## src/rtl/debouncer_pkg.sv

```systemverilog
// Shared types and elaboration helpers for the switch debouncer.
// Turns clock frequency and stable time into a cycle count and a counter width.
package debouncer_pkg;

  typedef enum logic [1:0] {
    ZERO  = 2'd0,
    WAIT1 = 2'd1,
    ONE   = 2'd2,
    WAIT0 = 2'd3
  } state_t;

  function automatic int unsigned stable_cycles(input int unsigned clk_freq,
                                                input int unsigned stable_ms);
    return (clk_freq / 1000) * stable_ms;
  endfunction

  // Wide enough to hold N-1 down to 0; never narrower than one bit.
  function automatic int unsigned cnt_width(input int unsigned n);
    return (n < 1) ? 1 : $clog2(n + 1);
  endfunction

endpackage

```

## src/rtl/sync_2ff.sv

```systemverilog
// Two-flop synchronizer for a single asynchronous bit.
// Both flops reset to RstVal so the first synchronized sample is predictable.
module sync_2ff #(
  parameter logic RstVal = 1'b0
) (
  input  logic clk,
  input  logic rst_n,
  input  logic d,
  output logic q
);

  logic s1;

  // NOTE: non-blocking assignments make both flops sample together, so the
  // value really takes two edges to travel from d to q.
  always_ff @(posedge clk or negedge rst_n) begin
    if (!rst_n) begin
      s1 <= RstVal;
      q  <= RstVal;
    end else begin
      s1 <= d;
      q  <= s1;
    end
  end

endmodule

```

## src/rtl/switch_debouncer.sv

```systemverilog
// Debounces one switch input: a 2-flop synchronizer feeds a 4-state FSM
// and a down-counter. Produces a registered level and a rising-edge tick.
module switch_debouncer
  import debouncer_pkg::*;
#(
  parameter int unsigned ClkFreq    = 100_000_000,
  parameter int unsigned StableTime = 10
) (
  input  logic clk_i,
  input  logic rst_i,
  input  logic sw_i,
  output logic db_level_o,
  output logic db_tick_o
);

  localparam int unsigned StableCycles = stable_cycles(ClkFreq, StableTime);
  localparam int unsigned CntW         = cnt_width(StableCycles);
  localparam logic [CntW-1:0] CntLoad  = CntW'(StableCycles - 1);
  localparam logic [CntW-1:0] CntOne   = CntW'(1);

  generate
    if (StableCycles < 1) begin : g_bad_cfg
      $error("switch_debouncer: StableCycles must be at least 1");
    end
  endgenerate

  logic            sw_s;
  state_t          state_q, state_d;
  logic [CntW-1:0] cnt_q, cnt_d;
  logic            level_d, tick_d;

  sync_2ff #(
    .RstVal(1'b0)
  ) u_sync (
    .clk  (clk_i),
    .rst_n(rst_i),
    .d    (sw_i),
    .q    (sw_s)
  );

  always_ff @(posedge clk_i or negedge rst_i) begin
    if (!rst_i) begin
      state_q    <= ZERO;
      cnt_q      <= '0;
      db_level_o <= 1'b0;
      db_tick_o  <= 1'b0;
    end else begin
      state_q    <= state_d;
      cnt_q      <= cnt_d;
      db_level_o <= level_d;
      db_tick_o  <= tick_d;
    end
  end

  // A flip of sw_s always wins over the counter reaching zero, so a glitch
  // in the last count cycle still rejects the transition.
  always_comb begin
    // NOTE: every output of this block gets a default first; without it any
    // path that skips an assignment would infer a latch.
    state_d = state_q;
    cnt_d   = cnt_q;
    unique case (state_q)
      ZERO: begin
        if (sw_s) begin
          state_d = WAIT1;
          cnt_d   = CntLoad;
        end
      end
      WAIT1: begin
        if (!sw_s)               state_d = ZERO;
        else if (cnt_q != '0)    cnt_d   = cnt_q - CntOne;
        else                     state_d = ONE;
      end
      ONE: begin
        if (!sw_s) begin
          state_d = WAIT0;
          cnt_d   = CntLoad;
        end
      end
      WAIT0: begin
        if (sw_s)                state_d = ONE;
        else if (cnt_q != '0)    cnt_d   = cnt_q - CntOne;
        else                     state_d = ZERO;
      end
      default: state_d = ZERO;
    endcase

    level_d = (state_d == ONE) || (state_d == WAIT0);
    tick_d  = (state_q == WAIT1) && (state_d == ONE);
  end

endmodule

```

## config.mk

```make
export PLATFORM = sky130hd
export DESIGN_NAME = switch_debouncer
export DESIGN_NICKNAME = d
export VERILOG_FILES = /design/src/rtl/debouncer_pkg.sv /design/src/rtl/sync_2ff.sv /design/src/rtl/switch_debouncer.sv
export SDC_FILE = /design/constraint.sdc
export NUM_CORES = 1
export LEC_CHECK = 0
export BUFFER_PORTS_ARGS = -buffer_cell sky130_fd_sc_hd__buf_2
export CORE_UTILIZATION = 45
export CTS_BUF_LIST = sky130_fd_sc_hd__clkbuf_16
export CTS_CLUSTER_DIAMETER = 40
export DETAILED_ROUTE_END_ITERATION = 8
export PLACE_DENSITY_LB_ADDON = 0.3
export SLEW_MARGIN = 20
export SYNTH_ARGS = -nofsm -noshare
export SYNTH_HDL_FRONTEND = slang
export SYNTH_HIERARCHICAL = 1
export SYNTH_SLANG_ARGS = --single-unit
```

## constraint.sdc

```tcl
create_clock -name clk_i -period 5.9 [get_ports clk_i]
set_clock_uncertainty 0.05 [all_clocks]
set_input_delay 0.295 -clock clk_i [delete_from_list [all_inputs] [get_ports clk_i]]
set_output_delay 0.295 -clock clk_i [all_outputs]
set_load 0.05 [all_outputs]
```

==> results.md, run 1 <==
* Post-synth EDFFs at 0
* Postcts setup bufs at 0
* Fraction of synthesis flops using an asynchronous set or reset pin at 100%
* Mapped cell area at 1380 um^2
* Cell count after synthesis at 144
* Reg2Reg Launch Point: cnt_q[0]
* # setup viols final at 0
* Remaining DRCs at 0
* Power Dens Cells at 249 nW/um^2
* Largest net degree at the start of global routing at 26
* Die H at 57.4 um
* Leakage at 0.566 nW
* DR vias/cell at 6.46
* Mapped Nets at 148
* Hold endpoint: u_sync/s1
* Global-route wire length before repair at 5060 um
* DRT antenna net count at 0
* Pins Over Slew Limit at 0
* Ys flop type: dfrtp_1
* Worst R2R Setup Slack at 3.35 ns
* Data arrival, critical path at 2.61 ns
* Max Cap Viol at 0
* Clock-pin slew on the worst setup and hold paths at 0.06 ns
* Core box area at 2830 um^2
* Die ar. at 3290 um^2
* Number of diodes at 0
* Final period utilization at 43.2%
* Setup tns final at 0 ns
* Min-Delay Path Class: in2reg
* Layout cells sized above 1 at 13.2%
* Reg-to-reg critical path endpoint: cnt_q[16]
* Number of global-route vias before repair at 1090
* Number of clock sinks at 25
* Worst slew pin tran at 0.705 ns
* Tot Pwr at 376 uW
* CP Capture Type: flip-flop
* Crit start category: flip-flop
* P&R area growth vs syn at 9.43%
* Worst hold slack at 0.0928 ns
* Clock latency at the later pin of the worst-skew pair at 0.26 ns
* Die width at 57.4 um
* Pre-antenna DRT Iters at 4
* Status: finished clean
* Nets@finish at 156
* Yosys warnings at 6
* R2R depth at 8
* I/O Buffers at 4
* Fmax achieved at 392 MHz
* I/O pin total at 5
* GRT overflow at 0
* Row count at 19
* Final GP Congestion at 0.888
* DR vias at 1175
* Fin. Hold Viols at 0
* Synth cell types at 45
* Post-Route Utilization at 53.4%
* DR iter-0 viols at 65
* TritonCTS clock tree: yes
* WHS Path Cells at 1
* Seq cells post-synth at 25
* Rel. slew slack at 52.5%
* Hpwl dp at 2060 um
* Clock buffer depth at 2
* Worst hold start: sw_i
* RSZ-0062 raised after global routing: no
* WP data required at 5.96 ns
* Total GRT Usage at 19.9%
* Slowest-stage cell, CP: nor3b_1
* Mean Syn Cell Area at 9.58 um^2
* Cts bufs inserted at 3
* Post-Route WL at 2920 um
* Root Driver: clkbuf_16
* DR WL/cell at 16.0 um
* Crit-path cells: inv_1, ha_1, nor3b_1, nand4b_1, o21ai_4, inv_2, a21oi_1, a41oi_2
* CP Max Fanout at 8
* Critical path type: reg2reg
* Final min period at 2.55 ns
* H-tree Lvls at 1
* Slowest cell delay on critical path at 0.51 ns
* Starting density of the core at 48.8%
* Max IR drop VDD at 0.000322 V
* Register area share after synthesis at 45.3%
* Initial antenna violation count at 0
[worst max-delay path: cells and delay by family, from the launching register on]
family / cells / cell delay [ns]
AOI/OAI and AO/OA: 3 / 0.59
DFF: 1 / 0.39
buffers and inverters: 2 / 0.22
adders and majority gates: 1 / 0.18
and+or+nand+nor: 2 / 0.97
[power breakdown]
part | switching, mW | internal, mW
clock | 0.0561 | 0.0905
combinational | 0.0197 | 0.0126
sequential | 0.0141 | 0.183
[state kept, by name, summed over array words and instances, names as in the netlist]
name,flops
db_tick_o,1
state_q,1
cnt_q,20
u_sync/q,1
db_level_o,1
u_sync/s1,1
[timing repair]
item / in CTS / in global routing
hold endpoints to repair: 25 / 0
setup endpoints to repair: 0 / 0
gates resized for setup: 0 / 0
hold buffers: 1 / 0
[worst max-delay path by stage]
stage,slack (ns),from,end,cells past startpoint
2_1_floorplan,3.70,cnt_q[10],cnt_q[16],6
4_1_cts,3.41,cnt_q[0],cnt_q[16],8
5_1_grt,3.12,cnt_q[0],cnt_q[16],8
6_report,3.35,cnt_q[0],cnt_q[16],8
3_5_place_dp,3.45,cnt_q[0],cnt_q[16],8
3_3_place_gp,3.58,cnt_q[0],cnt_q[16],8
[synthesized netlist by cell type (all sizes together) (2+ instances only)]
cell type,count,share of area (%)
nand2,14,4.0
o31ai,2,1.1
clkbuf,2,1.3
nand4,2,0.91
o41ai,2,1.3
inv,3,0.82
nand2b,2,0.91
a31oi,5,2.3
nor3,13,4.7
a2111oi,2,1.3
or4,4,2.8
a21oi,6,2.2
and4,2,1.3
nor2,17,4.6
nand3,3,1.1
a211oi,4,2.2
o21ai,5,2.6
xnor2,4,2.5
mux2i,2,1.5
nor3b,2,1.1
dfrtp,25,45
and2,2,0.91
nor4,6,3.8
[placed cells by master (no fill, tap or decap), drive strengths merged, types with 2 or more instances in the layout]
cell type and instances:
buf 5, o21ai 5, nand3 3, a21oi 6, o31ai 2, a2111oi 2
clkbuf 3, nor3b 2, xnor2 4, nor3 13, or4 4, and2 2
nand4 2, a211oi 4, dfrtp 25, mux2i 2, nand2 14, a31oi 5
nor2 17, nor4 6, nand2b 2, and4 2, o41ai 2, inv 4
[cell type report]
class                      count  area [um^2]
clock inverter                 1         3.75
clock buffer                   3         75.1
inverter                       4         15.0
fill                         246         1320
sequential                    25          626
timing repair buffer           6         37.5
tap                           31         38.8
multi-input combinational    112          714
[per-stage QoR]
step                cell area (um^2)  instances  setup slack, ns
floorplan                       1380        144             3.70
CTS                             1510        182             3.41
global route                    1510        182             3.12
global placement                1420        177             3.58
detailed placement              1420        177             3.45
finish                          1510        182             3.35
[cell families (layout without fill, tap and decap cells)]
| logic type | Yosys count | after routing | share of synthesized area [%] |
|---|---|---|---|
| xor+xnor | 5 | 5 | 3.17 |
| simple gates | 73 | 73 | 29.6 |
| fa+ha+maj | 1 | 1 | 0.906 |
| mux | 3 | 3 | 2.27 |
| flops | 25 | 25 | 45.3 |
| compound gates | 30 | 30 | 15.9 |
| buf+inv | 7 | 14 | 2.90 |
[per-layer routing]
layer / GRT usage (%) / wire length (um)
met2: 30.2 / 1280
met4: 5.57 / 33
met3: 4.76 / 275
met5: 0 / 0
met1: 28.3 / 1330
Note: power is estimated with default switching activity, not from simulation.
==> inputs of run 2 (changes only) <==
ABC_AREA = 1   (was not set)
clock period = 2.1 ns   (was 5.9 ns; I/O delays follow)
==> run 2 against run 1 <==
Against the previous run:
- worst setup slack worse by 3.0 ns
- cell count is 40% higher
- clock power grew to 2.8 times the previous value
- sequential share of layout area is 4.6 points lower
- worst hold slack better by 0.22 ns
- synthesized area is 12% higher
- global-route usage is 0.34 points lower
- non-clock buffer count is 2 higher
- die area is 11% higher
- critical path type unchanged
==> results.md, run 2 <==
* Met1 usage in global routing at 24.9% (-3.3 points)
* Worst R2R Setup Slack at 0.33 ns (-3.02 ns)
* Fmax achieved at 565 MHz (+44%)
* Register area share after synthesis at 40.5% (-4.8 points)
* Clock-pin slew on the worst setup and hold paths at 0.06 ns (about the same)
* Top post-synthesis cells by area: dfrtp_1, nand2_1, nand3_1
* Worst slew pin tran at 0.556 ns (-0.150 ns)
* Seq pwr share at 47.1% (-5.3 points)
* Total GRT Usage at 19.6% (-0.34 points)
* DR iter-0 viols at 53 (-18%)
* Finished Cell Area at 1700 um^2 (+13%)
* Cell count after synthesis at 203 (+41%)
* Cts bufs inserted at 3 (unchanged)
* Synth cell types at 24 (-47%)
* DRT antenna net count at 0 (unchanged)
* Reg-to-reg critical path endpoint: cnt_q[4]
* Data arrival, critical path at 1.86 ns (-0.75 ns)
* CP Max Fanout at 23 (+15)
* TritonCTS clock tree: yes
* Final period utilization at 84.3% (+41 points)
* Mapped cell area at 1540 um^2 (+12%)
* Most common cell after layout, fill and taps aside: nand2_1
* Seq cells post-synth at 25 (unchanged)
* Comb pwr share at 16.3% (+7.7 points)
* Mean Syn Cell Area at 7.61 um^2 (-21%)
* Layout cells sized above 1 at 15.6% (+2.4 points)
* Setup tns final at 0 ns (unchanged)
* Met2 Track Usage GR at 32.7% (+2.4 points)
* Power Dens Cells at 667 nW/um^2 (+170%)
* Leakage at 0.830 nW (+47%)
* Min-Delay Path Class: in2async
* Final worst slack at 0.330 ns (-3.02 ns)
* # setup viols final at 0 (unchanged)
* Number of global-route vias before repair at 1224 (+12%)
* I/O pin total at 5 (unchanged)
* RSZ-0062 raised after global routing: no
* Finished Layout Cells at 255 (+40%)
* GRT Max-Usage Layer: met2
* Core box area at 3150 um^2 (+11%)
* Top reg by flops: cnt_q
* Die width at 60.6 um (+5.6%)
* Max IR drop VDD at 0.000486 V (+51%)
* Starting density of the core at 49.0% (+0.18 points)
* CP Capture Type: flip-flop
* Die ar. at 3670 um^2 (+11%)
* Yosys top cell area share at 40.5% (-4.8 points)
* Setup WS pre-CTS at 0.314 ns (-3.13 ns)
* DR WL/cell at 11.7 um (-27%)
* Post-synth EDFFs at 0 (unchanged)
* P&R area growth vs syn at 10.0%
* I/O Buffers at 4 (unchanged)
* Rel. slew slack at 63.0% (+10 points)
* DR vias/cell at 4.95 (-23%)
* Critical path type: reg2reg
* Post-Route WL at 2980 um (+2.3%)
* Max Cap Viol at 0 (unchanged)
* Yosys warnings at 6 (unchanged)
* Synth top cells by count: nand2_1, nand3_1, dfrtp_1, nor2_1, inv_1
* Number of clock sinks at 25 (unchanged)
* Clock latency at the later pin of the worst-skew pair at 0.26 ns (about the same)
* Fraction of synthesis flops using an asynchronous set or reset pin at 100% (unchanged)
* Number of diodes at 0 (unchanged)
* Pins Over Slew Limit at 0 (unchanged)
* R2R depth at 9 (+1)
* Initial antenna violation count at 0 (unchanged)
* Clock buffer depth at 2 (unchanged)
* Crit start category: flip-flop
* DR vias at 1261 (+7.3%)
* Global-route wire length before repair at 5220 um (+3.1%)
* Max reg flops at 20 (unchanged)
* Met3 usage at 4.05% (-0.71 points)
* Final GP Congestion at 0.865 (-2.7%)
* Ys flop type: dfrtp_1
* Internal at 824 uW (+190%)
* Hpwl dp at 2160 um (+4.6%)
* Commonest non-fill, non-tap cells in the layout: nand2_1, nand3_1, dfrtp_1
* Pre-antenna DRT Iters at 5 (+1)
* Fin. Hold Viols at 0 (unchanged)
* Worst setup path startpoint: cnt_q[0]
* Remaining DRCs at 0 (unchanged)
* Largest net degree at the start of global routing at 26 (unchanged)
* CP endpoint: cnt_q[4]
* Placed cells at 249 (+41%)
* Die H at 60.6 um (+5.6%)
* WP data required at 2.19 ns (-3.77 ns)
* Clock share of power at 36.6% (-2.4 points)
* P_sw at 309 uW (+240%)
* GRT overflow at 0 (unchanged)
* Synth area leader: dfrtp_1
* Root Driver: clkbuf_16
* Nets@finish at 216 (+38%)
* Final min period at 1.77 ns (-0.779 ns)
* Most frequent cell after synthesis: nand2_1
* Reg2Reg Launch Point: cnt_q[0]
* Status: finished clean
* H-tree Lvls at 1 (unchanged)
* Sw Share at 27.3% (+3.3 points)
* Row count at 20 (+1)
* Placed cell areas at 1600 um^2 (+13%)
* Mapped Nets at 207 (+40%)
-- run 2: cell count changes after synthesis, moves of 4 or more --
| cell | before | now |
|---|---|---|
| nand2_1 | 13 | 57 |
| nand3_1 | 3 | 27 |
| inv_1 | 2 | 20 |
| nor3_1 | 13 | 1 |
| o21ai_2 | 0 | 9 |
| nor2_1 | 17 | 24 |
| a21oi_1 | 6 | 0 |
| a31oi_1 | 5 | 0 |
| nor4_1 | 5 | 0 |
| o21ai_0 | 4 | 9 |
| a211oi_1 | 4 | 0 |
-- run 2: worst max-delay path: stages, from the launching register on --
cell and delay [ns]:
dfrtp_1 0.36, inv_1 0.13, ha_1 0.20, nand2_2 0.11
nor2_4 0.14, nand3_4 0.12, nand2_4 0.19, inv_4 0.15
o21ai_0 0.13, o21ai_2 0.07
-- run 2: how the worst min path moves through the flow --
stage,end,slack (ns)
3_5_place_dp,cnt_q[19],0.08
2_1_floorplan,cnt_q[0],-0.24
6_report,db_level_o,0.32
4_1_cts,u_sync/q,0.32
3_3_place_gp,db_tick_o,0.07
5_1_grt,u_sync/q,0.33
-- run 2: kinds of logic after synthesis --
kind of cell / after synthesis / share of synthesized area (%)
buffers and inverters: 26 / 7.70
flip-flops: 25 / 40.5
AND/OR/NAND/NOR: 126 / 38.5
AO/OA/AOI/OAI: 18 / 8.02
adder cells (fa/ha/maj): 1 / 0.810
XOR/XNOR: 7 / 4.46
-- run 2: final cells by class --
type                            instances  area [um^2]
Tap cell                               44         55.1
Sequential cell                        25          626
Clock inverter                          1         3.75
Clock buffer                            3         75.1
Multi-Input combinational cell        152          800
Fill cell                             313         1450
Timing Repair Buffer                    8         55.1
Inverter                               22         85.1
-- run 2: power by group through the flow --
stage,clock [mW],combinational [mW],sequential (mW)
finish,0.415,0.184,0.533
global route,0.446,0.208,0.537
CTS,0.425,0.185,0.533
detailed placement,0,0.181,0.542
global placement,0,0.178,0.542
floorplan,0,0.144,0.537
-- run 2: per-stage QoR --
| stage | power, mW | utilization (%) | hold WS (ns) |
|---|---|---|---|
| after floorplan | 0.681 | - | -0.241 |
| after global placement | 0.721 | 50.8 | 0.0749 |
| after detailed placement | 0.723 | 50.8 | 0.0803 |
| after CTS | 1.14 | 53.9 | 0.320 |
| after global routing | 1.19 | 53.9 | 0.328 |
| final | 1.13 | 53.9 | 0.316 |
-- run 2: layer usage --
layer,vias to the layer above,part of all wire [%]
li1,664,-
met1,578,50
met2,15,46
met3,4,3.0
met4,0,1.3
met5,-,0
-- run 2: what timing repair did --
action                    CTS  global route
gates resized for setup     0             0
hold buffers                2             0
hold endpoints to repair   26             0
buffers inserted            0             0
==> inputs of run 3 (changes only) <==
ABC_AREA = 0   (was 1)
clock period = 1.69 ns   (was 2.1 ns; I/O delays follow)
==> run 3 against run 2 <==
Against the previous run:
- the flow now finishes with violations (negative setup slack)
- wire length grew 61%
- non-clock buffer count grew 57
- sequential share of layout area shrank 7.7 points
- clock power grew 30%
- critical path depth shrank 3
- worst hold slack lost 0.017 ns
- combinational power grew 39%
- cell count shrank 5.5%
- critical path type unchanged
==> results.md, run 3 (same netlist as run 1, synthesis figures left out) <==
* Final worst slack at -0.479 ns (-0.809 ns)
* DR vias at 1496 (+19%)
* Global-route wire length before repair at 7110 um (+36%)
* Failing checks: negative setup slack
* Fmax achieved at 461 MHz (-18%)
* Pre-antenna DRT Iters at 4 (-1)
* Starting density of the core at 48.8% (-0.18 points)
* Min-Delay Path Class: in2async
* Max reg flops at 20 (unchanged)
* Final GP Congestion at 0.882 (+2.0%)
* DR WL/cell at 19.9 um (+70%)
* Layout cells sized above 1 at 51.0% (+35 points)
* R2R depth at 6 (-3)
* DR iter-0 viols at 92 (+74%)
* Power Dens Cells at 680 nW/um^2 (+2.0%)
* Die H at 57.4 um (-5.3%)
* CP Max Fanout at 7 (-70%)
* Tot Pwr at 1.47 mW (+29%)
* Worst slew pin tran at 0.577 ns (+0.0214 ns)
* H-tree Lvls at 1 (unchanged)
* Number of diodes at 0 (unchanged)
* Reg-to-reg critical path endpoint: cnt_q[16]
* Core box area at 2830 um^2 (-10%)
* Nets@finish at 215 (-0.46%)
* Number of global-route vias before repair at 1489 (+22%)
* Most common cell after layout, fill and taps aside: buf_4
* Die width at 57.4 um (-5.3%)
* Die ar. at 3290 um^2 (-10%)
* Clock latency at the later pin of the worst-skew pair at 0.27 ns (about the same)
* Status: finished with violations
* Cts bufs inserted at 3 (unchanged)
* Reg2Reg Launch Point: cnt_q[10]
* Crit start category: flip-flop
* Clock buffer depth at 2 (unchanged)
* Final period utilization at 128% (+44 points)
* I/O pin total at 5 (unchanged)
* # setup viols final at 23 (+23)
* Clock-pin slew on the worst setup and hold paths at 0.07 ns (about the same)
* DRT antenna net count at 0 (unchanged)
* Leakage at 0.890 nW (+7.2%)
* Max IR drop VDD at 0.000585 V (+20%)
* Root Driver: clkbuf_16
* Data arrival, critical path at 2.25 ns (+0.39 ns)
* Worst R2R Setup Slack at -0.48 ns (-0.81 ns)
* CP Capture Type: flip-flop
* GRT overflow at 0 (unchanged)
* I/O Buffers at 4 (unchanged)
* Hpwl dp at 3010 um (+39%)
* Setup tns final at -8.77 ns (-8.77 ns)
* RSZ-0062 raised after global routing: yes
* WP data required at 1.77 ns (-0.42 ns)
* Row count at 19 (-5.0%)
* P&R area growth vs syn at 56.2%
* Post-Route WL at 4800 um (+61%)
* Critical path type: reg2reg
* Fin. Hold Viols at 0 (unchanged)
* Remaining DRCs at 0 (unchanged)
* Max Cap Viol at 0 (unchanged)
* TritonCTS clock tree: yes
* Pins Over Slew Limit at 0 (unchanged)
* Largest net degree at the start of global routing at 26 (unchanged)
* DR vias/cell at 6.21 (+26%)
* Setup WS pre-CTS at -0.455 ns (-0.769 ns)
* Initial antenna violation count at 0 (unchanged)
* Commonest non-fill, non-tap cells in the layout: buf_4, dfrtp_1, nor2_1
* Total GRT Usage at 29.6% (+10 points)
* Number of clock sinks at 25 (unchanged)
* Top reg by flops: cnt_q
* Rel. slew slack at 61.5% (-1.4 points)
* Final min period at 2.17 ns (+0.399 ns)
run 3: cell types whose count changed in the layout (fill, tap and decap cells not counted), sizes merged, moves of 4 or more:
cell,change
a21oi,+6
o21ai,-13
xor2,-4
buf,+57
or4,+4
a31oi,+5
inv,-20
nand3,-27
a211oi,+4
nand2,-46
nor3,+12
nor2,-13
nor4,+6
run 3: critical path: stages (launching register included):
cell     delay, ns
dfrtp_1       0.37
or4_4         0.56
or4_4         0.53
o21ai_4       0.24
inv_4         0.09
a21oi_4       0.15
a41oi_2       0.05
run 3: worst max-delay path by stage:
stage	start	to	slack, ns	cells after the start
5_1_grt	cnt_q[10]	cnt_q[2]	-0.52	6
3_5_place_dp	cnt_q[13]	cnt_q[16]	-0.45	6
6_report	cnt_q[10]	cnt_q[16]	-0.48	6
2_1_floorplan	cnt_q[11]	cnt_q[16]	-0.47	6
3_3_place_gp	cnt_q[13]	cnt_q[16]	-0.37	6
4_1_cts	cnt_q[16]	cnt_q[16]	-0.43	6
run 3: power breakdown:
part	switching, mW	internal, mW	total (mW)	leakage (nW)
Combinational	0.139	0.117	0.256	0.562
Sequential	0.0348	0.637	0.672	0.287
Clock	0.218	0.319	0.538	0.0409
run 3: metrics by stage:
stage,hold slack (ns),std cells,area (um^2),utilization [%]
finish,0.299,241,2160,76.2
global route,0.324,241,2160,76.2
CTS,0.309,238,2030,71.8
detailed placement,0.0570,229,1870,65.9
global placement,0.0521,229,1870,65.9
floorplan,-0.261,144,1430,-
run 3: what timing repair did:
action / CTS / global route
resized for setup: 9 / 19
hold buffers: 2 / 0
setup endpoints to repair: 23 / 23
pin swaps: 10 / 14
hold endpoints to repair: 26 / 0
buffers inserted: 3 / 3
run 3: layout make-up:
| type | instances | area [um^2] |
|---|---|---|
| clock inverter | 1 | 5.00 |
| clock buffer | 3 | 75.1 |
| timing repair buffer | 65 | 502 |
| tap | 31 | 38.8 |
| inverter | 4 | 17.5 |
| fill | 173 | 673 |
| sequential | 25 | 627 |
| multi-input combinational | 112 | 891 |
run 3: layer usage:
layer / vias up / part of all wire, % / wire [um] / GRT usage (%)
met1: 737 / 37 / 1770 / 34.6
met4: 0 / 5.3 / 255 / 19.9
met2: 66 / 52 / 2490 / 50.5
met5: - / 0 / 0 / 0
li1: 670 / - / - / -
met3: 23 / 5.7 / 273 / 4.08
